$ cat config.mk
export PLATFORM = sky130hd
export DESIGN_NAME = dino_sprite
export DESIGN_NICKNAME = d
export VERILOG_FILES = /design/src/rtl/dinorun_pkg.sv /design/src/rtl/dino_sprite_rom.sv /design/src/rtl/dino_sprite.sv
export SDC_FILE = /design/constraint.sdc
export NUM_CORES = 1
export LEC_CHECK = 0
export CORE_MARGIN = 4
export CORE_UTILIZATION = 40
export CTS_BUF_LIST = sky130_fd_sc_hd__clkbuf_8
export DETAILED_ROUTE_END_ITERATION = 8
export HOLD_SLACK_MARGIN = 0.12
export SYNTH_ARGS = -nofsm -noshare
export SYNTH_HDL_FRONTEND = slang
export SYNTH_HIERARCHICAL = 1
export SYNTH_SLANG_ARGS = --single-unit
$ cat constraint.sdc
create_clock -name clk_i -period 8.85 [get_ports clk_i]
set_input_delay 1.3275 -clock clk_i [delete_from_list [all_inputs] [get_ports clk_i]]
set_output_delay 1.3275 -clock clk_i [all_outputs]
set_load 0.05 [all_outputs]
$ cat src/rtl/dinorun_pkg.sv
// dinorun_pkg: shared screen geometry, jump physics constants, sprite ids
// and the 1-bpp sprite bitmaps for the dino renderer.
// Bitmap rows are written MSB = leftmost source column.
// DINO_DUCK_EN: when defined, the 28x13 DUCK bitmap is included.
package dinorun_pkg;

  localparam int ScreenWidth  = 640;
  localparam int ScreenHeight = 480;
  localparam int DinoX        = 64;
  localparam int GroundY      = 400;

  localparam int JumpVel  = 12;
  localparam int Gravity  = 1;
  localparam int FastFall = 3;

  // On-screen sizes (source pixels doubled in both axes)
  localparam int BoxW  = 40;
  localparam int BoxH  = 44;
  localparam int DuckW = 56;
  localparam int DuckH = 26;

  typedef enum logic [2:0] {
    SPR_STAND,
    SPR_RUN0,
    SPR_RUN1,
    SPR_DEAD,
    SPR_DUCK
  } sprite_e;

  // Rows 0..17 are shared by STAND, RUN0, RUN1 and DEAD.
  localparam logic [0:17][19:0] BodyRom = {
    20'b00000000001111111100,
    20'b00000000011011111110,
    20'b00000000011111111110,
    20'b00000000011111111110,
    20'b00000000011111000000,
    20'b00000000011111111100,
    20'b10000000111110000000,
    20'b10000001111110000000,
    20'b11000111111111100000,
    20'b11101111111110100000,
    20'b11111111111110000000,
    20'b11111111111110000000,
    20'b01111111111100000000,
    20'b00111111111100000000,
    20'b00011111111000000000,
    20'b00001111110000000000,
    20'b00000111111000000000,
    20'b00000110011000000000
  };

  // Rows 18..21: leg poses, index 0 = standing, 1 = run phase 0, 2 = run phase 1.
  localparam logic [0:2][0:3][19:0] LegRom = {
    20'b00000100001000000000,
    20'b00000100001000000000,
    20'b00000110001100000000,
    20'b00000000000000000000,

    20'b00000100011000000000,
    20'b00000100000000000000,
    20'b00000110000000000000,
    20'b00000000000000000000,

    20'b00000110001000000000,
    20'b00000000001000000000,
    20'b00000000001100000000,
    20'b00000000000000000000
  };

`ifdef DINO_DUCK_EN
  localparam logic [0:12][27:0] DuckRom = {
    28'b0000000000000000000111111110,
    28'b1000000000000000001101111111,
    28'b1100011111111111111111111111,
    28'b1111111111111111111111111111,
    28'b0111111111111111111111111111,
    28'b0011111111111111111111110000,
    28'b0001111111111111111111111100,
    28'b0000111111111111111111000000,
    28'b0000011111111111110000000000,
    28'b0000001100011000000000000000,
    28'b0000001000010000000000000000,
    28'b0000001100011000000000000000,
    28'b0000000000000000000000000000
  };
`endif

endpackage

$ cat src/rtl/dino_sprite_rom.sv
// dino_sprite_rom: combinational sprite bitmap lookup.
//   sprite : which bitmap to read
//   col    : source column (0..19, or 0..27 for DUCK)
//   row    : source row (0..21, or 0..12 for DUCK)
//   pixel  : bitmap bit, 0 outside the bitmap
// DINO_DUCK_EN: when undefined, DUCK always reads as 0.
module dino_sprite_rom
  import dinorun_pkg::*;
(
  input  sprite_e    sprite,
  input  logic [4:0] col,
  input  logic [4:0] row,
  output logic       pixel
);

  logic [4:0] bit_idx;
  logic [1:0] leg_sel;
  logic [1:0] leg_row;

  always_comb begin
    pixel   = 1'b0;
    bit_idx = 5'd19 - col;
    leg_row = 2'(row - 5'd18);
    case (sprite)
      SPR_RUN0: leg_sel = 2'd1;
      SPR_RUN1: leg_sel = 2'd2;
      default:  leg_sel = 2'd0;
    endcase

    if (sprite == SPR_DUCK) begin
`ifdef DINO_DUCK_EN
      if (row < 5'd13 && col < 5'd28)
        pixel = DuckRom[row][5'd27 - col];
`endif
    end else if (row < 5'd22 && col < 5'd20) begin
      if (row < 5'd18)
        pixel = BodyRom[row][bit_idx];
      else
        pixel = LegRom[leg_sel][leg_row][bit_idx];
      // DEAD differs from STAND only in the eye: open eye becomes a mark one row up
      if (sprite == SPR_DEAD && col == 5'd11 && (row == 5'd1 || row == 5'd2))
        pixel = ~pixel;
    end
  end

endmodule

$ cat src/rtl/dino_sprite.sv
// dino_sprite: dino game state (run / jump / duck / dead) updated once per
// frame, plus a registered per-pixel sprite hit test.
//   clk_i, rst_i  : clock, async active-high reset
//   next_frame_i  : one-cycle pulse advancing the game state
//   up_i, down_i  : jump / duck-or-fast-fall requests (levels)
//   hit_i         : collision (level), latches the dead state
//   pixel_x_i/y_i : scan coordinate
//   pixel_o       : 1 = dino pixel at the previous cycle's coordinate
// DINO_DUCK_EN: enables the DUCK sprite and fast fall; otherwise down_i is ignored.
module dino_sprite
  import dinorun_pkg::*;
(
  input  logic       clk_i,
  input  logic       rst_i,
  input  logic       next_frame_i,
  input  logic       up_i,
  input  logic       down_i,
  input  logic       hit_i,
  input  logic [9:0] pixel_x_i,
  input  logic [9:0] pixel_y_i,
  output logic       pixel_o
);

  logic [7:0]        height_q;
  logic signed [5:0] vel_q;
  logic              dead_q;
  logic [3:0]        anim_q;   // [2:0] frame count 0..5, [3] leg phase
  logic              duck_q;

  logic              duck_req;
  logic              grounded;
  logic signed [9:0] next_h;
  logic signed [5:0] vel_dec;
  sprite_e           sprite;
  logic [9:0]        top_y;
  logic              in_box;
  logic [4:0]        col;
  logic [4:0]        row;
  logic              rom_bit;

`ifdef DINO_DUCK_EN
  assign duck_req = down_i;
`else
  logic unused_down;
  assign unused_down = down_i;
  assign duck_req    = 1'b0;
`endif

  assign grounded = (height_q == 8'd0);
  assign next_h   = $signed({2'b00, height_q}) + $signed({{4{vel_q[5]}}, vel_q});
  assign vel_dec  = duck_req ? 6'(FastFall) : 6'(Gravity);

  always_comb begin
    if (dead_q)         sprite = SPR_DEAD;
    else if (!grounded) sprite = SPR_STAND;
    else if (duck_q)    sprite = SPR_DUCK;
    else if (anim_q[3]) sprite = SPR_RUN1;
    else                sprite = SPR_RUN0;
  end

  always_comb begin
    top_y = 10'(GroundY - BoxH) - {2'b00, height_q};
    col   = 5'((pixel_x_i - 10'(DinoX)) >> 1);
    if (sprite == SPR_DUCK) begin
      row    = 5'((pixel_y_i - 10'(GroundY - DuckH)) >> 1);
      in_box = (pixel_x_i >= 10'(DinoX)) && (pixel_x_i < 10'(DinoX + DuckW)) &&
               (pixel_y_i >= 10'(GroundY - DuckH)) && (pixel_y_i < 10'(GroundY));
    end else begin
      row    = 5'((pixel_y_i - top_y) >> 1);
      in_box = (pixel_x_i >= 10'(DinoX)) && (pixel_x_i < 10'(DinoX + BoxW)) &&
               (pixel_y_i >= top_y) && (pixel_y_i < top_y + 10'(BoxH));
    end
    if (pixel_x_i >= 10'(ScreenWidth) || pixel_y_i >= 10'(ScreenHeight))
      in_box = 1'b0;
  end

  dino_sprite_rom u_rom (
    .sprite (sprite),
    .col    (col),
    .row    (row),
    .pixel  (rom_bit)
  );

  always_ff @(posedge clk_i or posedge rst_i) begin
    if (rst_i) begin
      height_q <= '0;
      vel_q    <= '0;
      dead_q   <= 1'b0;
      anim_q   <= '0;
      duck_q   <= 1'b0;
      pixel_o  <= 1'b0;
    end else begin
      // Renders against the state held before this edge's frame update
      pixel_o <= in_box & rom_bit;

      if (next_frame_i && !dead_q) begin
        if (hit_i) begin
          dead_q <= 1'b1;
        end else if (grounded) begin
          if (up_i) begin
            // Launch applies the first frame of motion immediately
            height_q <= 8'(JumpVel);
            vel_q    <= 6'(JumpVel - Gravity);
            duck_q   <= 1'b0;
          end else begin
            duck_q <= duck_req;
            if (!duck_req) begin
              if (anim_q[2:0] == 3'd5) anim_q <= {~anim_q[3], 3'd0};
              else                     anim_q <= anim_q + 4'd1;
            end
          end
        end else if (next_h <= 0) begin
          height_q <= '0;
          vel_q    <= '0;
          duck_q   <= duck_req & ~up_i;
        end else begin
          height_q <= next_h[7:0];
          vel_q    <= vel_q - vel_dec;
        end
      end
    end
  end

endmodule

---- Yosys cells after proc, flatten, opt, wreduce, memory -nomap -nowiden ----
Memory sizes are Yosys's and may differ from the RTL's.
Index checks and enable logic that the tools add are counted.
word-level totals
  input port bits ......................... 26
  output and inout port bits .............. 1
  bits in read-only memories .............. 640
  memories kept ........................... 1
  logic and storage cells ................. 105
  bits in registers ....................... 21
memories
  name              depth  bits a word  rd ports  clocked after Yosys merged registers in  write ports  RTL line               source
  (name not given)  32     20           1         0                                        0            dino_sprite_rom.sv:37  pixel = BodyRom[row][bit_idx];
cells by class
  bitwise gates (word level) .............. 8
  magnitude comparators ................... 17
  equality and inequality tests ........... 9
  multiplexer cells ....................... 35
  add/sub/neg operators ................... 10
  reduce and logical (&&, ||, !) cells .... 19
operators by type and width
  operator                 count
  $bmux W80 S2             1
  $mux W80                 2
  $mux W20                 4
  $bmux W20 S2             1
  $mux W8                  3
  $ge A10 B9 Y1 const B    2
  $lt A10 B7 Y1 const B    2
  $mux W6                  3
  $lt A5 B5 Y1 const B     3
  $mux W1                  12
  $add A10 B6 Y10 const B  1
  $add A9 B6 Y10           1
  $bmux W1 S5              2
  $ge A10 B10 Y1           1
  $ge A10 B10 Y1 const B   1
  $ge A10 B7 Y1 const B    1
  $le A10 B1 Y1 const B    1
  $logic_and A1 B1 Y1      10
  $lt A10 B10 Y1           1
  $lt A10 B9 Y1 const B    1
  $sub A9 B8 Y10 const A   1
  $mux W3                  3
  $logic_not A8 Y1         1
  $eq A3 B2 Y1 const B     2
  other kinds (30)         38

---- Logic depth before layout (Yosys ltp) ----
Gate-level depths: netlist of the first run.
  word-level depth ........................ 23
  gate-level depth with buffers ........... 21

---- Modules after synthesis ----
Netlist of the first run, hierarchy kept.
modules (own cells, without submodules)
  module           sequential area each (um2)  times used  cells each  area each (um2)
  dino_sprite      500.5                       1           248         2092.0
  dino_sprite_rom  0.0                         1           89          623.1

---- Worst setup path before layout of the first run ----
Ideal clock, no wire load.
  path kind ............................... input to register
  start ................................... input pixel_y_i[0]
  end ..................................... register pixel_o
  arrival ................................. 4.483 ns
  setup slack ............................. 4.273 ns
  stages on the path ...................... 19
  required time ........................... 8.756 ns
  cell sequence ........................... inv_1 -> ha_1 -> inv_1 -> fa_1 -> a21o_1 -> maj3_1 -> xor2_1 -> buf_6 -> inv_4 -> a211o_1 -> a2111oi_2 -> o311a_1 -> mux2i_1 -> nand2_1 -> nor4b_1 -> nand3_1 -> a31oi_1 -> a21oi_1 -> a211oi_1
on the way
  elaborated cells on any way between the ends .. 43
RTL lines
  element                                      RTL line                              source
  start, declared                              dino_sprite.sv:20                     input logic [9:0] pixel_y_i,
  $sub A6 B6 Y6, on equally long branches      dino_sprite.sv:69, dino_sprite.sv:65
  $mux W5 (*)                                  dino_sprite.sv:64                     if (sprite == SPR_DUCK) begin
  net row[3]                                   dino_sprite.sv:38                     logic [4:0] row;
  $not A5 Y6 (not written as such)             dino_sprite_rom.sv:37
  $mem_v2 Z32 W20                              -
  $mux W20 (not written as such) (2 in a row)  dino_sprite_rom.sv:37
  $bmux W1 S5                                  dino_sprite_rom.sv:37
  $mux W1 (not written as such)                dino_sprite_rom.sv:37
  $mux W1                                      dino_sprite_rom.sv:36                 if (row < 5'd18)
  $mux W1                                      dino_sprite_rom.sv:35                 end else if (row < 5'd22 && col < 5'd20) begin
  $mux W1                                      dino_sprite_rom.sv:30                 if (sprite == SPR_DUCK) begin
  $not A1 Y1                                   dino_sprite_rom.sv:42                 pixel = ~pixel;
  $mux W1                                      dino_sprite_rom.sv:41                 if (sprite == SPR_DEAD && col == 5'd11 && (row == 5'd1 || row == 5'd2))
  $mux W1 (*)                                  dino_sprite_rom.sv:35
  $mux W1 (*)                                  dino_sprite_rom.sv:30
  net rom_bit                                  dino_sprite.sv:39                     logic rom_bit;
  $and A1 B1 Y1 (*)                            dino_sprite.sv:94                     pixel_o <= in_box & rom_bit;
  end signal, assigned                         dino_sprite.sv:94
  end, declared                                dino_sprite.sv:21                     output logic pixel_o
The timed path passes the listed nets; every way through them passes the cells marked *. The select of a mux whose other input is x is not followed.
A chain may end at the register's enable or synchronous reset.

---- Final worst setup path of the first run ----
Same ends and word-level chain as after synthesis.

==> results of run 1 <==
==> metrics by stage <==
stage                     power [W]  utilization (%)  std cells  setup slack (ns)  area (um2)
after floorplan            0.000687                -        340              4.27        2730
after global placement     0.000784             46.6        433              2.97        3010
after detailed placement   0.000788             46.6        433              2.98        3010
after CTS                  0.000864             47.5        437              3.21        3070
after global routing       0.000960             47.5        437              2.90        3070
final                      0.000862             47.5        437              3.26        3070
==> area by class of cell <==
cell class,count,area [um2],area share [%]
clock buffer,4,55.1,1.79
timing repair buffer,26,255,8.32
inverter,22,85.1,2.77
sequential,20,500,16.3
multi-input combinational,288,2080,67.7
tap,77,96.3,3.14
==> worst register-to-register path, cell delays in order (launching register included) <==
cell and delay (ns):
dfrtp_1 0.42, inv_1 0.08, ha_1 0.27, xnor2_1 0.28
ha_1 0.35, a21o_1 0.20, maj3_1 0.36, xor2_1 0.72
inv_4 0.09, a211o_1 0.31, a2111oi_2 0.43, o311a_1 0.19
mux2i_1 0.07, nand2_1 0.07, nor4b_1 0.27, nand3_1 0.15
a31oi_1 0.17, a21oi_1 0.06, a211oi_1 0.26
==> kinds of logic after synthesis <==
| family | after synthesis | share of synthesized area, % |
|---|---|---|
| and+or+nand+nor | 121 | 24.1 |
| AOI/OAI and AO/OA | 106 | 28.8 |
| adders and majority gates | 32 | 15.0 |
| buffers and inverters | 32 | 5.53 |
| xor gates and xnor gates | 22 | 7.10 |
| DFF | 20 | 18.4 |
| other | 2 | 0.277 |
| muxes | 2 | 0.783 |
==> final timing paths <==
check | start | to | cells past startpoint
worst max register to register | height_q[0] | pixel_o | 18
max in group asynchronous | rst_i | vel_q[2] | 2
worst max-delay path | pixel_y_i[0] | pixel_o | 19
worst min register to register | anim_q[1] | anim_q[2] | 2
worst min-delay path | anim_q[1] | anim_q[2] | 2
min in group asynchronous | rst_i | vel_q[1] | 2
==> state kept, by name, indices dropped and copies added, names as in the netlist <==
register	flops
anim_q	4
dead_q	1
height_q	8
pixel_o	1
vel_q	6
==> metal layers <==
layer	global-route usage, %	up-vias	wire, um
met5	0	-	0
met1	23.2	1199	3130
met4	1.91	0	0
li1	-	1286	-
met2	27.8	54	3220
met3	2.17	0	214
==> power by group through the flow <==
stage / logic (W) / registers (W) / clock network, W
3_5_place_dp: 0.000658 / 0.000130 / 0
4_1_cts: 0.000665 / 0.000128 / 0.0000710
5_1_grt: 0.000752 / 0.000131 / 0.0000765
2_1_floorplan: 0.000565 / 0.000122 / 0
3_3_place_gp: 0.000654 / 0.000130 / 0
6_report: 0.000664 / 0.000129 / 0.0000701
==> placed cells by master (no fill, tap or decap), types with 5 or more instances in the layout <==
master,netlist,layout
xnor2_1,12,12
ha_1,27,27
dfrtp_1,20,20
nand4_1,5,5
nor2b_1,5,5
a21o_1,7,7
a22oi_1,5,5
nand3_1,12,12
clkdlybuf4s50_1,0,24
conb_1,2,5
nor2_1,27,27
o21a_1,9,9
and3_1,5,5
nand2_1,29,29
inv_1,20,20
nor3_1,8,8
a21oi_1,14,14
o21ai_1,9,9
xor2_1,10,10
o21ai_0,17,17
==> cells in the mapped netlist (3+ instances only) <==
cell | n | area share [%]
o31ai_1 | 3 | 0.83
ha_1 | 27 | 12
xor2_1 | 10 | 3.2
nand4_1 | 5 | 1.2
nor3b_1 | 3 | 0.83
nor2_1 | 27 | 3.7
a22oi_1 | 5 | 1.4
or2_2 | 4 | 0.92
o21ai_0 | 17 | 3.1
maj3_1 | 3 | 1.1
a211oi_1 | 4 | 1.1
a21o_1 | 7 | 1.9
o21ai_1 | 9 | 1.7
o21a_1 | 9 | 2.5
nor2b_1 | 5 | 1.2
nor4_1 | 3 | 0.69
nand2_1 | 29 | 4.0
xnor2_1 | 12 | 3.9
dfrtp_1 | 20 | 18
o211ai_1 | 3 | 0.83
nor3_1 | 8 | 1.5
nand2b_1 | 4 | 0.92
buf_2 | 3 | 0.55
nand3_1 | 12 | 2.2
o22ai_1 | 4 | 0.92
or3_1 | 3 | 0.69
a31oi_1 | 3 | 0.69
inv_1 | 20 | 2.8
o221ai_1 | 3 | 0.97
and3_1 | 5 | 1.2
a21oi_1 | 14 | 2.6
==> out/summary.txt, run 1 <==
unrepaired setup endpoints after global routing: no
Worst Path Max Fanout: 12
CTS Hold Bufs: 0
Worst R2R Setup Slack: 3.99 ns
Peak VDD IR: 0.154 mV
Chip Height: 90.4 um
routed via count: 2539
die area: 0.00817 mm2
vias per cell: 5.81
# clock sinks: 20
combinational cell fraction of total power: 76.9%
Final Hold Fails: 0
Root Buffer: clkbuf_8
mean post-synth cell area: 8.06 um2
leakage power: 1.30 nW
WP data required: 8.99 ns
Worst path top cell family by delay: compound AO/OA/AOI/OAI gates
CP Launch Type: primary input
Max Cap Viol: 0
EDFF count, synth: 0
initial antenna violation count: 0
FF+latch count, synth: 20
CORE AREA: 0.00646 mm2
Internal Power: 0.000419 W
worst slew pin tran: 0.907 ns
Max Fclk: 0.179 GHz
Post CTS Setup Buffer Count: 0
Routability Congestion: 0.842
TritonCTS buffer count: 3
ratio of final minimum period to clock period: 63.2%
CP Cell Sequence: clkdlybuf4s50_1 > inv_1 > ha_1 > inv_1 > fa_1 > a21o_1 > maj3_1 > xor2_1 > inv_4 > a211o_1 > a2111oi_2 > o311a_1 > mux2i_1 > nand2_1 > nor4b_1 > nand3_1 > a31oi_1 > a21oi_1 > a211oi_1
Clock Skew: 0.00258 ns
GRT Total Usage: 16.5%
largest net degree at the start of global routing: 21
WL final: 6.57 mm
CTS Buffer Depth: 2
post-route setup TNS: 0 ns
DRT iter0 DRCs: 84
global route overflow: 0
Slew Limit Fails: 0
Rows: 29
layout filler cell count: 638
H-tree levels: 1
Distinct cells, synth: 69
# IOs: 27
wire length per cell: 15.0 um
number of global-route vias before repair: 2444
crit end category: flip-flop
Final HPWL DP: 5.18 mm
Critical Path Most Common Cell: inv_1
top_reg_cell synth: dfrtp_1
Tightest Hold Check Type: flip-flop to flip-flop
sequential-to-total area share from yosys stat: 18.4%
status: finished, final reports clean
Clock Latency Late Sink: 0.26 ns
setup violators final: 0
warnings from Yosys: 6
ANT nets after route: 0
crit path buf inv count: 4
Area growth, synth to finish: 13.0%
drt pass-1 iters: 5
Starting Density: 42.0%
WHS: 0.480 ns
P per Cell Area: 281 mW/mm2
sequential power share: 14.9%
Mapped Area: 0.00272 mm2
PortBufs: 24
clock slew seen by the registers of the worst setup and hold paths: 0.07 ns
DRC viols: 0
Sw Ratio: 51.4%
share of cells above drive strength 1: 7.78%
post-CTS sizing: 0
Final nets: 416
first-pass GRT wire length: 11.6 mm
Net Switching: 0.000444 W
antenna cells: 0
CP max stage cell: xor2_1
critical path class: primary input to flip-flop
clock network power share: 8.1%
Mapped Cells: 337
TritonCTS clock tree: done
Post-synth ARST share: 100%
die width: 90.4 um
Final min period: 5.59 ns
CP max stage delay: 0.72 ns
CP Data Arrival Time: 5.73 ns
max_slew headroom: 39.3%
No activity file was read; power rests on OpenSTA's default activity.
==> inputs of run 2 (changes only) <==
==> constraint.sdc (replaced) <==
create_clock -name clk_i -period 5.5 [get_ports clk_i]
set_input_delay 0.825 -clock clk_i [delete_from_list [all_inputs] [get_ports clk_i]]
set_output_delay 0.825 -clock clk_i [all_outputs]
set_load 0.05 [all_outputs]
==> run 2 against run 1 <==
  * Sequential power rose by 60%
  * Die area unchanged
  * Global-route usage shrank 0.42 points
  * Register-to-register slack worse by 3.1 ns
  * Clock power up 35%
  * Largest cell class unchanged
  * Worst hold slack worse by 0.00090 ns
  * Clock skew is 0.0031 ns higher
  * Via count shrank 1.4%
  * Sequential share of layout area barely moved
  * Critical path depth down 1
  * Setup slack got worse by 2.4 ns
==> out/summary.txt, run 2 (synthesized netlist as in run 1, its figures left out) <==
status: finished, final reports clean
unrepaired setup endpoints after global routing: no
GRT Total Usage: 16.1%
# IOs: 27
P per Cell Area: 454 mW/mm2
crit path buf inv count: 1
Root Buffer: clkbuf_8
CTS Hold Bufs: 0
post-route setup TNS: 0 ns
Final HPWL DP: 5.28 mm
Rows: 29
Area growth, synth to finish: 12.8%
CP Data Arrival Time: 4.78 ns
Sw Ratio: 51.9%
initial antenna violation count: 0
clock slew seen by the registers of the worst setup and hold paths: 0.07 ns
routed via count: 2503
vias per cell: 5.73
sequential power share: 14.9%
Routability Congestion: 0.850
Seq. cell area: 500 um2
CP max stage delay: 0.71 ns
number of global-route vias before repair: 2389
Net Switching: 0.000721 W
die width: 90.4 um
TritonCTS buffer count: 3
Chip Height: 90.4 um
Internal Power: 0.000669 W
commonest non-fill, non-tap cell in the layout: nand2_1
Critical Path Most Common Cell: a21oi_1
Clock Latency Late Sink: 0.26 ns
most frequent cells in the layout: nand2_1, nor2_1, ha_1, clkdlybuf4s50_1
first-pass GRT wire length: 11.4 mm
critical path class: primary input to flip-flop
Peak VDD IR: 0.179 mV
area of the multi-input gates: 0.00208 mm2
Post CTS Setup Buffer Count: 0
r2r endpoint: pixel_o
Clock Skew: 0.00567 ns
DRC viols: 0
Final Hold Fails: 0
worst hold path endpoint: anim_q[2]
clock network power share: 6.8%
Worst Path Max Fanout: 12
Largest Register: height_q
CP Launch Type: primary input
ANT nets after route: 0
Worst R2R Setup Slack: 0.91 ns
global route overflow: 0
WP data required: 5.64 ns
leakage power: 1.30 nW
setup violators final: 0
Slew Limit Fails: 0
Starting Density: 42.0%
ratio of final minimum period to clock period: 84.4%
CP max stage cell: xnor2_1
CORE AREA: 0.00646 mm2
Max Cap Viol: 0
largest registers: height_q: 8 flops, vel_q: 6 flops, anim_q: 4 flops
Tightest Hold Check Type: flip-flop to flip-flop
combinational cell fraction of total power: 78.3%
share of cells above drive strength 1: 7.78%
Reg2Reg Depth: 19
H-tree levels: 1
TritonCTS clock tree: done
Worst path top cell family by delay: compound AO/OA/AOI/OAI gates
hold_sp: anim_q[1]
layout filler cell count: 668
CTS Buffer Depth: 2
Pwr Total: 0.00139 W
worst r2r src: height_q[0]
max reg flops: 8
# clock sinks: 20
WHS: 0.479 ns
WHS Path Cells: 2
antenna cells: 0
max_slew headroom: 41.9%
WL final: 6.61 mm
wire length per cell: 15.1 um
post-CTS sizing: 0
Max Fclk: 0.215 GHz
Final min period: 4.64 ns
largest net degree at the start of global routing: 21
die area: 0.00817 mm2
drt pass-1 iters: 4
crit end category: flip-flop
PortBufs: 24
worst slew pin tran: 0.865 ns
Final nets: 417
CP Cell Sequence: clkdlybuf4s50_1 > ha_1 > a21o_1 > a21oi_1 > o21ai_0 > a21oi_1 > xnor2_1 > o21ai_0 > o311ai_1 > a31oi_1 > o311ai_1 > mux2i_1 > nand2_1 > nor4b_1 > nand3_1 > a31oi_1 > a21oi_1 > a211oi_1
final core utilization: 47.4%
DRT iter0 DRCs: 77
run 2: changes by cell type in the layout (fill, tap and decap cells not counted):
cell,previous run,this run
clkbuf_8,4,3
buf_4,2,3
run 2: cell type report:
cell class | instances | area share, %
Sequential cell | 20 | 16.3
Inverter | 22 | 2.78
Timing Repair Buffer | 27 | 8.58
Clock buffer | 3 | 1.35
Tap cell | 77 | 3.15
Multi-Input combinational cell | 288 | 67.8
run 2: per-stage QoR:
| step | cells | area [um2] | setup WS, ns |
|---|---|---|---|
| CTS | 437 | 3060 | 0.829 |
| detailed placement | 434 | 3020 | 0.610 |
| global placement | 434 | 3020 | 0.565 |
| floorplan | 340 | 2730 | 1.43 |
| finish | 437 | 3060 | 0.859 |
| global route | 437 | 3060 | 0.426 |
run 2: worst max path at each step:
| stage | from | end | slack (ns) | cells after the start |
|---|---|---|---|---|
| finish | pixel_y_i[1] | pixel_o | 0.86 | 18 |
| global route | height_q[0] | pixel_o | 0.43 | 19 |
| CTS | pixel_y_i[0] | pixel_o | 0.83 | 20 |
| detailed placement | pixel_y_i[0] | pixel_o | 0.61 | 20 |
| global placement | pixel_y_i[0] | pixel_o | 0.56 | 20 |
| floorplan | pixel_y_i[0] | pixel_o | 1.43 | 19 |
run 2: power by group through the flow:
stage | Sequential (W) | Combinational [W] | Clock [W]
6_report | 0.000207 | 0.00109 | 0.0000948
5_1_grt | 0.000212 | 0.00122 | 0.000105
4_1_cts | 0.000207 | 0.00109 | 0.0000973
3_5_place_dp | 0.000210 | 0.00108 | 0
3_3_place_gp | 0.000209 | 0.00107 | 0
2_1_floorplan | 0.000196 | 0.000910 | 0
run 2: routing by layer:
layer | global-route usage [%] | wire length [um]
met5 | 0 | 0
met4 | 1.15 | 18
met3 | 1.92 | 170
met2 | 27.8 | 3090
met1 | 22.5 | 3330
run 2: tightest hold or removal path, cell delays in order, from the launching register on:
cell	delay, ns
dfrtp_1	0.35
nand2_1	0.05
nand2_1	0.05
==> inputs of run 3 (changes only) <==
==> constraint.sdc (replaced) <==
create_clock -name clk_i -period 3.78 [get_ports clk_i]
set_input_delay 0.567 -clock clk_i [delete_from_list [all_inputs] [get_ports clk_i]]
set_output_delay 0.567 -clock clk_i [all_outputs]
set_load 0.05 [all_outputs]
==> run 3 against run 2 <==
  * Utilization up 8.1 points
  * Global-route usage increased by 1.5 points
  * First-iteration DRC count increased by 64%
  * Setup slack worse by 0.82 ns
  * Sequential power rose by 44%
  * Die area unchanged
  * Combinational power up 110%
  * Routed wire length increased by 8.6%
  * Final cell count rose by 11%
  * Final area rose by 17%
==> out/summary.txt, run 3 (synthesized netlist as in run 1, its figures left out) <==
placed cells: 474
Max Cap Viol: 0
number of global-route vias before repair: 2676
Peak VDD IR: 0.359 mV
Largest Register: height_q
H-tree levels: 1
worst r2r src: height_q[1]
critical path class: flip-flop to flip-flop
largest net degree at the start of global routing: 21
die width: 90.4 um
TritonCTS buffer count: 3
clock slew seen by the registers of the worst setup and hold paths: 0.08 ns
leakage power: 1.57 nW
hold_sp: anim_q[1]
CTS Buffer Depth: 2
WL final: 7.18 mm
Tightest Hold Check Type: flip-flop to flip-flop
routed via count: 2726
# clock sinks: 20
setup violators final: 0
DRC viols: 0
GRT Total Usage: 17.6%
Slew Limit Fails: 0
CP Launch Type: flip-flop
Worst Path Max Fanout: 8
first-pass GRT wire length: 12.3 mm
max_slew headroom: 45.9%
WHS Path Cells: 2
max reg flops: 8
Chip Height: 90.4 um
crit end category: flip-flop
Final nets: 465
Starting Density: 42.0%
worst hold path endpoint: anim_q[2]
vias per cell: 5.61
wire length per cell: 14.8 um
Clock Skew: 0.00137 ns
PortBufs: 24
Final Hold Fails: 0
global route overflow: 0
CTS Hold Bufs: 0
ANT nets after route: 0
Rows: 29
Final min period: 3.74 ns
Worst R2R Setup Slack: 0.04 ns
WHS: 0.488 ns
layout filler cell count: 621
r2r endpoint: pixel_o
post-route setup TNS: 0 ns
# IOs: 27
most frequent cells in the layout: buf_4, nand2_1, nor2_1, ha_1, clkdlybuf4s50_1
TritonCTS clock tree: done
CP Data Arrival Time: 3.92 ns
Reg2Reg Depth: 20
antenna cells: 0
largest registers: height_q: 8 flops, vel_q: 6 flops, anim_q: 4 flops
WP data required: 3.95 ns
Clock Latency Late Sink: 0.26 ns
P per Cell Area: 754 mW/mm2
die area: 0.00817 mm2
worst slew pin tran: 0.811 ns
DRT iter0 DRCs: 126
non-filler cells, final: 486
initial antenna violation count: 0
unrepaired setup endpoints after global routing: yes
drt pass-1 iters: 4
Final HPWL DP: 5.62 mm
Area growth, synth to finish: 32.1%
Max Fclk: 0.267 GHz
CORE AREA: 0.00646 mm2
commonest non-fill, non-tap cell in the layout: buf_4
share of cells above drive strength 1: 24.7%
status: finished, final reports clean
Root Buffer: clkbuf_8
ratio of final minimum period to clock period: 99.1%
Routability Congestion: 0.828
-- run 3: cell types whose count changed in the layout (fill, tap and decap cells not counted), moves of 3 or more --
| cell | change |
|---|---|
| o21ai_2 | +3 |
| buf_4 | +46 |
| inv_1 | -4 |
| inv_2 | +4 |
| ha_1 | -3 |
-- run 3: repair_timing --
action,4_1_cts,5_1_grt
pin swaps,18,3
resized for setup,21,8
endpoints found under the setup margin,1,1
buffers inserted,8,0
endpoints found under the hold margin,0,0
-- run 3: critical path, stage by stage (launching register included) --
cell	delay (ns)
dfrtp_1	0.38
inv_2	0.06
ha_4	0.26
inv_2	0.03
buf_6	0.10
fa_2	0.33
a21o_1	0.18
maj3_2	0.29
xor2_1	0.17
buf_4	0.20
inv_4	0.06
o311ai_2	0.25
a31oi_1	0.15
o311ai_2	0.33
mux2i_1	0.12
nand2_1	0.07
nor4b_4	0.19
nand3_1	0.12
a31oi_1	0.15
a21oi_1	0.05
a211oi_1	0.16
-- run 3: layout make-up --
cell class                      instances  area [um2]  area share (%)
Clock buffer                            4        55.1            1.54
Multi-Input combinational cell        288        2220            61.9
Tap cell                               77        96.3            2.69
Timing Repair Buffer                   75         628            17.5
Inverter                               22        85.1            2.37
Sequential cell                        20         500            14.0
-- run 3: where the power goes --
| part | switching [W] | internal, W |
|---|---|---|
| clock network | 0.0000732 | 0.0000927 |
| registers | 0.0000524 | 0.000246 |
| logic | 0.00113 | 0.00111 |
-- run 3: worst max path at each step --
stage	start	to	slack (ns)	depth (start not counted)
3_3_place_gp	pixel_y_i[0]	pixel_o	-0.57	20
2_1_floorplan	height_q[1]	pixel_o	0.01	19
5_1_grt	height_q[1]	pixel_o	-0.26	20
6_report	height_q[1]	pixel_o	0.04	20
3_5_place_dp	pixel_y_i[0]	pixel_o	-0.61	20
4_1_cts	height_q[0]	pixel_o	-0.02	20
-- run 3: layer usage --
layer  wire length, um  GRT usage, %
met1              3550          24.3
met2              3360          30.5
met3               260          2.17
met4                15          1.40
met5                 0             0
-- run 3: stage by stage --
step | util [%] | instance area (um2) | setup slack, ns | total power, W
global route | 55.5 | 3590 | -0.260 | 0.00294
finish | 55.5 | 3590 | 0.0358 | 0.00270
detailed placement | 51.8 | 3340 | -0.607 | 0.00223
global placement | 51.8 | 3340 | -0.570 | 0.00222
floorplan | - | 2750 | 0.0133 | 0.00163
CTS | 54.9 | 3550 | -0.0248 | 0.00264
==> edit: new RTL, settings of run 3 <==
Build with the macro `DINO_DUCK_EN` defined.
--- a/src/rtl/dinorun_pkg.sv
+++ b/src/rtl/dinorun_pkg.sv
@@ -2,6 +2,8 @@
 // and the 1-bpp sprite bitmaps for the dino renderer.
 // Bitmap rows are written MSB = leftmost source column.
 // DINO_DUCK_EN: when defined, the 28x13 DUCK bitmap is included.
+`define DINO_DUCK_EN
+
 package dinorun_pkg;
 
   localparam int ScreenWidth  = 640;
Function: changed (a bounded check fails within 4 cycles, from zero or initial values and one cycle with rst_i high).
==> edit against run 3 <==
Global-route usage down 0.78 points; cell area grew 13%; sequential cell count increased by 1; synthesized area grew 17%; wire length grew 17%; setup slack gained 0.11 ns; critical path type unchanged.
Power is left out: it rests on default switching activity, and per cell area and clock period it moved more than threefold.
==> edit: results (changes against run 3) <==
metric,value,unit,change
weighted congestion at the end of routability-driven global placement,0.8686,,+5.0%
Port Buf Inserts,25,,+4.2%
GRT Overall Usage,16.80,%,-0.78 points
Max Clock Skew,0.005966,ns,+0.004594 ns
Max Root-Sink Buffers,2,,unchanged
class of the tightest hold or removal check,flip-flop to flip-flop,,
Yosys warnings,6,,unchanged
hold-fix buffers at CTS,0,,unchanged
number of fillers in the final layout,768,,+24%
Root Buffer Master,sky130_fd_sc_hd__clkbuf_8,,
ys async rst share,100.0,%,unchanged
share of cells above drive strength 1,22.03,%,-2.7 points
number of distinct library cell variants in the gate-level netlist after synthesis,76,,+10%
maximum level of the CTS H-tree,1,,unchanged
commonest cells in the netlist,"sky130_fd_sc_hd__nor2_1 (33), sky130_fd_sc_hd__ha_1 (30), sky130_fd_sc_hd__nand2_1 (30), sky130_fd_sc_hd__inv_1 (25)",,
biggest fanout along the worst timing path,6,,-2
"Clk pin slew, worst setup/hold paths",0.08,ns,about the same
ant diodes,0,,unchanged
outcome,finished clean,,
pin slew with the least headroom to its limit,0.8042,ns,-0.006714 ns
sequential area share after synthesis,16.56,%,-1.9 points
DRC marker count from the first detailed-route iteration,111,,-12%
Mapped Nets,463,,
maximum cell stage delay along the critical path,0.39,ns,
largest registers in the final layout,"height_q: 8 flops, vel_q: 6 flops, anim_q: 4 flops",,
global-route wire length before repair,13.86,mm,+12%
total number of vias,3205,,+18%
crit path DAT,3.82,ns,-0.10 ns
DRT Pass-1 Iters,6,,+2
"Clk Latency, worst-skew pair",0.26,ns,about the same
slowest cell on the critical path,sky130_fd_sc_hd__dfrtp_1,,
initial antenna violation count,0,,unchanged
wire per inst,14.93,um,+1.0%
top area cells in the synthesized netlist,"sky130_fd_sc_hd__dfrtp_1 (17%), sky130_fd_sc_hd__ha_1 (12%), sky130_fd_sc_hd__xnor2_1 (4.4%)",,
total CTS buffers,3,,unchanged
dominant delay contributor by cell family on the critical path,compound AO/OA/AOI/OAI gates,,
final net count,523,,+12%
post-DP HPWL,6.528,mm,+16%
most frequent cell after synthesis,sky130_fd_sc_hd__nor2_1,,
number of global-route vias before repair,3076,,+15%
pin count of the biggest net entering global routing,22,,+4.8%
edit: cell types whose count changed after synthesis, sizes merged, moves of 6 or more:
cell and delta:
nor3 +6, buf +9, nor2 +7, a21oi +7
edit: area by class of cell:
| class | instances | area, um^2 | area share, % |
|---|---|---|---|
| multi-input combinational | 337 | 2611 | 64.47 |
| timing repair buffer | 74 | 635.6 | 15.69 |
| sequential | 21 | 525.5 | 12.97 |
| tap | 102 | 127.6 | 3.151 |
| inverter | 27 | 103.9 | 2.564 |
| clock buffer | 3 | 41.29 | 1.019 |
| clock inverter | 1 | 5.005 | 0.1236 |
edit: timing repair:
item / CTS / global route
hold endpoints to repair: 0 / 0
setup endpoints to repair: 1 / 1
setup buffers: 1 / 4
pin swaps: 12 / 20
cloned: 0 / 0
gates resized for setup: 14 / 24
edit: path summary, 6_finish.rpt:
check,slack (ns),from,end,cells past startpoint
max,0.15,height_q[1],pixel_o,20
min,0.48,anim_q[1],anim_q[2],2
max reg2reg,0.15,height_q[1],pixel_o,20
min reg2reg,0.48,anim_q[1],anim_q[2],2
max in group asynchronous,2.52,rst_i,height_q[1],2
min in group asynchronous,0.76,rst_i,vel_q[3],2
edit: layer usage:
metal  routed length, um  GRT usage (%)  up-vias
li1                    -              -     1619
met1                3715          21.85     1511
met2                4373          30.63       67
met3                 277          1.220        8
met4                  67          3.024        0
met5                   0              0        -
edit: kinds of logic (layout without fill, tap and decap cells):
kind of cell	after synthesis	after routing	share of synthesized area, %
compound gates	128	128	29.54
xor+xnor	25	25	6.901
fa+ha+maj	35	35	14.35
buf+inv	46	105	7.019
flops	21	21	16.56
mux	3	3	1.025
other cells	1	1	0.1182
simple gates	145	145	24.49
edit: stage by stage:
| step | cells | setup WS (ns) | area (um^2) |
|---|---|---|---|
| floorplan | 404 | 0.06574 | 3173 |
| global placement | 556 | -0.3678 | 3772 |
| detailed placement | 556 | -0.4154 | 3772 |
| CTS | 561 | 0.003512 | 3884 |
| global route | 565 | -0.08443 | 4050 |
| finish | 565 | 0.1462 | 4050 |
